===== config.mk =====
export PLATFORM = sky130hd
export DESIGN_NAME = fp_operand_driver
export DESIGN_NICKNAME = d
export VERILOG_FILES = /design/src/rtl/fp_operand_driver.sv
export SDC_FILE = /design/constraint.sdc
export NUM_CORES = 1
export LEC_CHECK = 0
export CAP_MARGIN = 20
export CORE_MARGIN = 1
export CORE_UTILIZATION = 25
export CTS_CLUSTER_DIAMETER = 200
export CTS_CLUSTER_SIZE = 16
export DETAILED_ROUTE_END_ITERATION = 7
export MAX_ROUTING_LAYER = met4
export PLACE_DENSITY = 0.47
export SYNTH_ARGS = -nofsm -noshare
export SYNTH_HDL_FRONTEND = slang
export SYNTH_SLANG_ARGS = --single-unit

===== constraint.sdc =====
create_clock -name clk -period 14.1 [get_ports clk]
set_input_delay 2.115 -clock clk [delete_from_list [all_inputs] [get_ports clk]]
set_output_delay 2.115 -clock clk [all_outputs]
set_load 0.01 [all_outputs]

===== src/rtl/fp_operand_driver.sv =====
// fp_operand_driver: LFSR-driven operand initiator for the FP div/sqrt core.
// It drives operands A (and B) over stb/ack, accepts result Z, and reports
// each {a, b, z} triple with a result_valid pulse.
module fp_operand_driver #(
  parameter int               WIDTH = 64,
  parameter logic [WIDTH-1:0] TAPS  = 64'hD800000000000000,
  parameter logic [WIDTH-1:0] SEED  = {{(WIDTH-1){1'b0}}, 1'b1},
  parameter int               CNT_W = 16
) (
  input  logic             clk,
  input  logic             rst,
  input  logic             start,
  input  logic [CNT_W-1:0] num_ops,
  input  logic             two_operand,
  output logic [WIDTH-1:0] output_a,
  output logic             output_a_stb,
  input  logic             input_a_ack,
  output logic [WIDTH-1:0] output_b,
  output logic             output_b_stb,
  input  logic             input_b_ack,
  input  logic [WIDTH-1:0] input_z,
  input  logic             input_z_stb,
  output logic             output_z_ack,
  output logic [WIDTH-1:0] result_a,
  output logic [WIDTH-1:0] result_b,
  output logic [WIDTH-1:0] result_z,
  output logic             result_valid,
  output logic [CNT_W-1:0] op_count,
  output logic             busy,
  output logic             done
);

  // An all-zero LFSR would lock up, so a zero seed is replaced by 1.
  localparam logic [WIDTH-1:0] LP_SEED = (SEED == '0) ? {{(WIDTH-1){1'b0}}, 1'b1} : SEED;

  typedef enum logic [2:0] {
    S_IDLE, S_LOAD_A, S_LOAD_B, S_SEND, S_WAIT_Z, S_FIN
  } state_t;

  state_t           r_state, w_next;
  logic [WIDTH-1:0] r_lfsr, w_lfsr_next;
  logic [WIDTH-1:0] r_a, r_b, r_res_a, r_res_b, r_res_z;
  logic             r_a_stb, r_b_stb, r_z_ack, r_result_valid, r_busy, r_done;
  logic             r_two_op;
  logic [CNT_W-1:0] r_num_ops, r_op_count;
  logic             w_a_pend, w_b_pend, w_last;

  // Strobes still outstanding after this edge; a transfer clears its own strobe.
  assign w_a_pend    = r_a_stb & ~input_a_ack;
  assign w_b_pend    = r_b_stb & ~input_b_ack;
  assign w_last      = (CNT_W'(r_op_count + 1'b1) == r_num_ops);
  assign w_lfsr_next = r_lfsr[0] ? ((r_lfsr >> 1) ^ TAPS) : (r_lfsr >> 1);

  // State register.
  always_ff @(posedge clk or posedge rst) begin
    if (rst) r_state <= S_IDLE;
    else     r_state <= w_next;
  end

  // Next-state decode.
  always_comb begin
    w_next = r_state;
    case (r_state)
      S_IDLE:   if (start) w_next = (num_ops == '0) ? S_FIN : S_LOAD_A;
      S_LOAD_A: w_next = r_two_op ? S_LOAD_B : S_SEND;
      S_LOAD_B: w_next = S_SEND;
      S_SEND:   if (!w_a_pend && !w_b_pend) w_next = S_WAIT_Z;
      S_WAIT_Z: if (input_z_stb) w_next = w_last ? S_FIN : S_LOAD_A;
      S_FIN:    w_next = S_IDLE;
      default:  w_next = S_IDLE;
    endcase
  end

  // Datapath: operand generation, handshake strobes, result capture, status.
  // Every output is registered, so each state's action shows up the cycle after.
  always_ff @(posedge clk or posedge rst) begin
    if (rst) begin
      r_lfsr         <= LP_SEED;
      r_a            <= '0;
      r_b            <= '0;
      r_res_a        <= '0;
      r_res_b        <= '0;
      r_res_z        <= '0;
      r_a_stb        <= 1'b0;
      r_b_stb        <= 1'b0;
      r_z_ack        <= 1'b0;
      r_result_valid <= 1'b0;
      r_busy         <= 1'b0;
      r_done         <= 1'b0;
      r_two_op       <= 1'b0;
      r_num_ops      <= '0;
      r_op_count     <= '0;
    end else begin
      r_result_valid <= 1'b0;
      r_done         <= 1'b0;
      case (r_state)
        S_IDLE: if (start) begin
          r_num_ops  <= num_ops;
          r_two_op   <= two_operand;
          r_op_count <= '0;
          r_busy     <= 1'b1;
        end
        S_LOAD_A: begin
          r_a    <= r_lfsr;
          r_lfsr <= w_lfsr_next;
          if (!r_two_op) begin
            r_b     <= '0;
            r_a_stb <= 1'b1;
          end
        end
        S_LOAD_B: begin
          r_b     <= r_lfsr;
          r_lfsr  <= w_lfsr_next;
          r_a_stb <= 1'b1;
          r_b_stb <= 1'b1;
        end
        S_SEND: begin
          if (input_a_ack) r_a_stb <= 1'b0;
          if (input_b_ack) r_b_stb <= 1'b0;
          if (!w_a_pend && !w_b_pend) r_z_ack <= 1'b1;
        end
        S_WAIT_Z: if (input_z_stb) begin
          r_res_a        <= r_a;
          r_res_b        <= r_b;
          r_res_z        <= input_z;
          r_result_valid <= 1'b1;
          r_op_count     <= CNT_W'(r_op_count + 1'b1);
          r_z_ack        <= 1'b0;
        end
        S_FIN: begin
          r_done <= 1'b1;
          r_busy <= 1'b0;
        end
        default: ;
      endcase
    end
  end

  assign output_a     = r_a;
  assign output_a_stb = r_a_stb;
  assign output_b     = r_b;
  assign output_b_stb = r_b_stb;
  assign output_z_ack = r_z_ack;
  assign result_a     = r_res_a;
  assign result_b     = r_res_b;
  assign result_z     = r_res_z;
  assign result_valid = r_result_valid;
  assign op_count     = r_op_count;
  assign busy         = r_busy;
  assign done         = r_done;

endmodule

======== After elaboration in Yosys (flattened, before gate mapping) ========
Index checks and enable logic that the tools add are counted.
word-level totals
  register bits ........................... 426
  bits in latches ......................... 0
  RAM bits ................................ 0
  memory bits (read-only) ................. 0
  bits of input ports ..................... 87
  output and inout bits ................... 342
  word-level logic and storage cells ...... 81
  memories ................................ 0
operators by class
  $add $sub $neg .......................... 1
  multipliers ............................. 0
  div/mod/pow operators ................... 0
  magnitude comparators ................... 0
  eq/ne operators ......................... 12
  shift operators ......................... 0
  muxes and demuxes ....................... 26
  bitwise gates (word level) .............. 5
  reduce and logical (&&, ||, !) cells .... 21
operators with widths
  operator               count
  $mux 64                2
  $pmux 64 s2            1
  $mux 16                2
  $pmux 16 s2            1
  $add 16x1->16 const B  1
  $eq 16x16->1           1
  $logic_not 16->1       1
  $mux 3                 5
  $pmux 3 s5             1
  $ne 2x2->1 const B     6
  $reduce_and 3->1       4
  $mux 1                 10
  $reduce_and 2->1       5
  $reduce_bool 2->1      5
  $eq 3x2->1 const B     2
  $eq 3x3->1 const B     2
  $pmux 1 s2             3
  $not 3->4              1
  $eq 3x1->1 const B     1
  $logic_not 3->1        1
  $pmux 1 s3             1
  $reduce_bool 3->1      1
  $and 1x1->1            2
  $logic_not 1->1        2
  3 further kinds        4

======== Longest topological paths before layout ========
  word-level depth ........................ 6
  mapped depth ............................ 9
  gate-level depth less buffers ........... 7

======== Worst setup path after synthesis ========
No wires, ideal clock.
  path type ............................... input to register
  start point ............................. in start
  end point ............................... reg r_num_ops[3]
  setup time .............................. 125 ps
  arrival ................................. 3135 ps
  required time ........................... 13975 ps
  path slack .............................. 10840 ps
  stages on the path ...................... 3
  buffers on the path ..................... 1
  cell sequence ........................... nor4b_2 > buf_2 > mux2_2
on the way
  cells in the longest elaborated chain, start to end .. 1
ends and longest elaborated chain
  element                     RTL line  text
  start, declared             12        input logic start,
  $reduce_and 2->1 (no line)  n/a
  end signal, assigned        98        r_num_ops <= num_ops;
  end, declared               45        logic [CNT_W-1:0] r_num_ops, r_op_count;
Every way passes these cells.
A chain may end at the register's enable or synchronous reset.

======== Worst setup path in the final report ========
  start point ............................. in input_z_stb
  end point ............................... reg r_op_count[3] (netlist: op_count[3])
on the way
  cells in the longest elaborated chain, start to end .. 2
ends and longest elaborated chain
  element                     RTL line  text
  start, declared             22        input logic input_z_stb,
  $ne 2x2->1 (no line)        n/a
  $reduce_and 3->1 (no line)  n/a
  end signal, assigned        127       r_op_count <= CNT_W'(r_op_count + 1'b1);
  end, declared               45
Every way passes these cells.

==> metrics <==
number of buffers inserted during clock tree synthesis=30; CTS sink cnt=426; final critical-path share of the clock period=0.3426; unrepaired setup endpoints after global routing=no; Crit path arrival time=5270 ps; worst slew margin relative to its limit=0.2152; Critical Path Source Type=input port; detailed-placement wirelength estimate=33410 um; number of enable flip-flop cells after synthesis=0; library cell with the largest summed area after synthesis=dfrtp_1; total of warnings raised by yosys=0; Syn Area/Cell=about 11 um2; # nets final=1973; cell chain of the critical path=clkdlybuf4s50_1, nand3_4, inv_6, buf_4, nor2_1, o21ai_0, o31ai_1; area inside the core boundary=65860 um2; number of gates given a new drive strength after cts=0; Detailed Routing Iterations Pass 1=4; global-route wire length before repair=slightly below 80000 um; overall die height=260.3 um; aggregate global routing overflow=0; clock period minus worst slack=4830 ps; clock insertion delay at the later pin of the skew report=~600 ps; Synth async-reset ratio=1.000; Post-Place Worst Slack=around 8700 ps; maximum fanout along the worst path=131; CTS clock-pin slew for the worst setup and hold paths=70 ps; number of hold buffers added after cts=0; run status=finished clean; top cells by count, synth=603 x nand2_1, 425 x dfrtp_1, 114 x mux2_2; longest individual stage delay on the worst path=780 ps; total die area=67770 um2; required time worst endpoint=14540 ps; summed negative setup slack over all endpoints=0 ps; Port Buffers=428; ANT nets after route=0; class of the most critical setup path=in -> reg; final setup slack of the worst path=9270 ps; final hold vios=0; kind of end point of the critical path=flop; reported leakage power=10.66 nW; via count of the first global-routing pass=12620; area share of the largest cell type after synthesis=0.6375; total via count after detailed routing=12040; post-synthesis instance total=1498; fraction of layout instances using a drive strength above 1=0.1013; Maximum Capacitance Violations=0; register bit total from synthesis=~430; Worst Hold Class=reg -> reg; pin count of the biggest net entering global routing=137; H-tree depth=1; DRC violation total after the first TritonRoute iteration=611; average routed wire per standard cell=approximately 18 um; primary flip-flop cell chosen by synthesis mapping=dfrtp_1; worst-case clock skew=25.13 ps; transition time of the tightest slew-check pin=~1200 ps; crit path max-delay cell type=buf_4; Worst IR Drop VDD=~120 uV; number of antenna violations at the first check in global routing=1; total global-route track usage=0.1505; library cell used as clock root buffer=clkbuf_16; number of vias per cell after detailed routing=4.362; CTS tree=yes; total length of routed wires=50350 um; Syn Nets=between 1500 and 2000; number of buffer and inverter stages on the critical path=3; Distinct cells, synth=between 50 and 60; top-count cell post-synth=nand2_1; total of endpoints with negative setup slack in the final report=0; synth top area cells=dfrtp_1 64%, nand2_1 14%, mux2_2 7.7%, a22o_1 3.4%, buf_2 1.5%; initial core utilization=0.2533; RD Place Congestion=roughly 0.84; area added between synthesis and finish=35.85%; number of buffers added for setup after CTS=0; fraction of the yosys area taken by sequential cells=0.6391; maximum frequency from static timing analysis=0.2070 GHz; number of max-slew violations in the final report=0; power density relative to cell area=176.4 nW/um2; kind of cell with the highest combined delay on the critical path=buffers and inverters; Longest Clk Path Bufs=3; Site Rows=94; Boundary Pins=around 430; post-detailed-route DRC marker count=0; Syn Std Cell Area=16680 um2; Die W=roughly 260 um
-- path summary, 6_finish.rpt --
check	end	slack [ps]	cells after the start	from
max in group asynchronous	r_lfsr[17]	10170	5	rst
setup / recovery	op_count[3]	9270	7	input_z_stb
min in group asynchronous	r_num_ops[4]	1970	2	rst
hold reg to reg	result_a[22]	480	2	result_a[22]
setup reg to reg	op_count[3]	10340	7	r_state[0]
hold / removal	result_a[22]	480	2	result_a[22]
-- worst min-delay path: cells and delay by family (launching register included) --
family / cells / cell delay (ps)
DFF: 1 / 340
and+or+nand+nor: 2 / 100
-- routing by layer --
layer	track usage	wire length, um
met1	0.1890	22020
met2	0.2450	23840
met3	0.03856	3722
met4	0.02924	763
met5	-	0
-- sequential cells by signal, indices dropped and copies added, names as in the netlist --
name	cells
busy	1
done	1
op_count	16
output_a	64
output_a_stb	1
output_b	64
output_b_stb	1
output_z_ack	1
r_lfsr	64
r_num_ops	16
r_state	3
r_two_op	1
result_a	64
result_b	64
result_valid	1
result_z	64
-- kinds of logic (layout without fill, tap and decap cells) --
kind of cell	count (synthesis)	in the layout	share of synthesized area
flip-flops	426	426	0.6391
adder cells (fa/ha/maj)	1	1	0.0007499
buffers and inverters	97	495	0.02708
AND/OR/NAND/NOR	679	679	0.1673
other	0	1	0
AO/OA/AOI/OAI	132	132	0.05723
XOR/XNOR	25	25	0.01313
multiplexers	138	138	0.09540
-- where the power goes --
| part | switching [mW] | internal [mW] |
|---|---|---|
| clock network | 0.426 | 0.399 |
| registers | 0.231 | 1.51 |
| logic | 0.718 | 0.717 |
| total | 1.38 | 2.62 |
-- metrics by stage --
stage          cell area (um2)  cells    util  hold WS [ps]  total power, mW
6_report                 22660   2761  0.3441         475.5            3.999
5_1_grt                  22660   2761  0.3441         500.4            4.269
4_1_cts                  22630   2759  0.3436         480.6            4.086
3_5_place_dp             21810   2716  0.3311         461.4            3.228
3_3_place_gp             21810   2716  0.3311         456.4            3.221
2_1_floorplan            16680   1498       -         472.9            2.490
-- cell type report --
cell class,count,area [um2]
fillers,6599,43200
diodes,1,2.502
multi-input cells,975,5617
clock inverters,1,8.758
well taps,864,1081
flip-flops and latches,426,10660
inverters,9,46.29
repair buffers,443,4429
clock buffers,42,817.0
-- cells in the final DEF (no fill, tap or decap), types with 3 or more instances in the layout --
master           count
o21ai_0             27
nor2_1              20
nand4_1              4
inv_1                7
nor3_1               3
nor2b_1              4
a22o_1              65
mux2_1              14
xnor2_1             20
o31ai_1              6
mux2_2             114
mux2_4              10
nand2_1            603
xor2_1               5
clkbuf_1            11
a21oi_1             14
clkdlybuf4s50_1    428
nand2b_1             3
clkbuf_16           31
nor4_1               4
dfrtp_1            425
o21ai_1              6
and2_1               3
buf_4               13
nand3_1              7
Power figures use the tool's default switching activity.
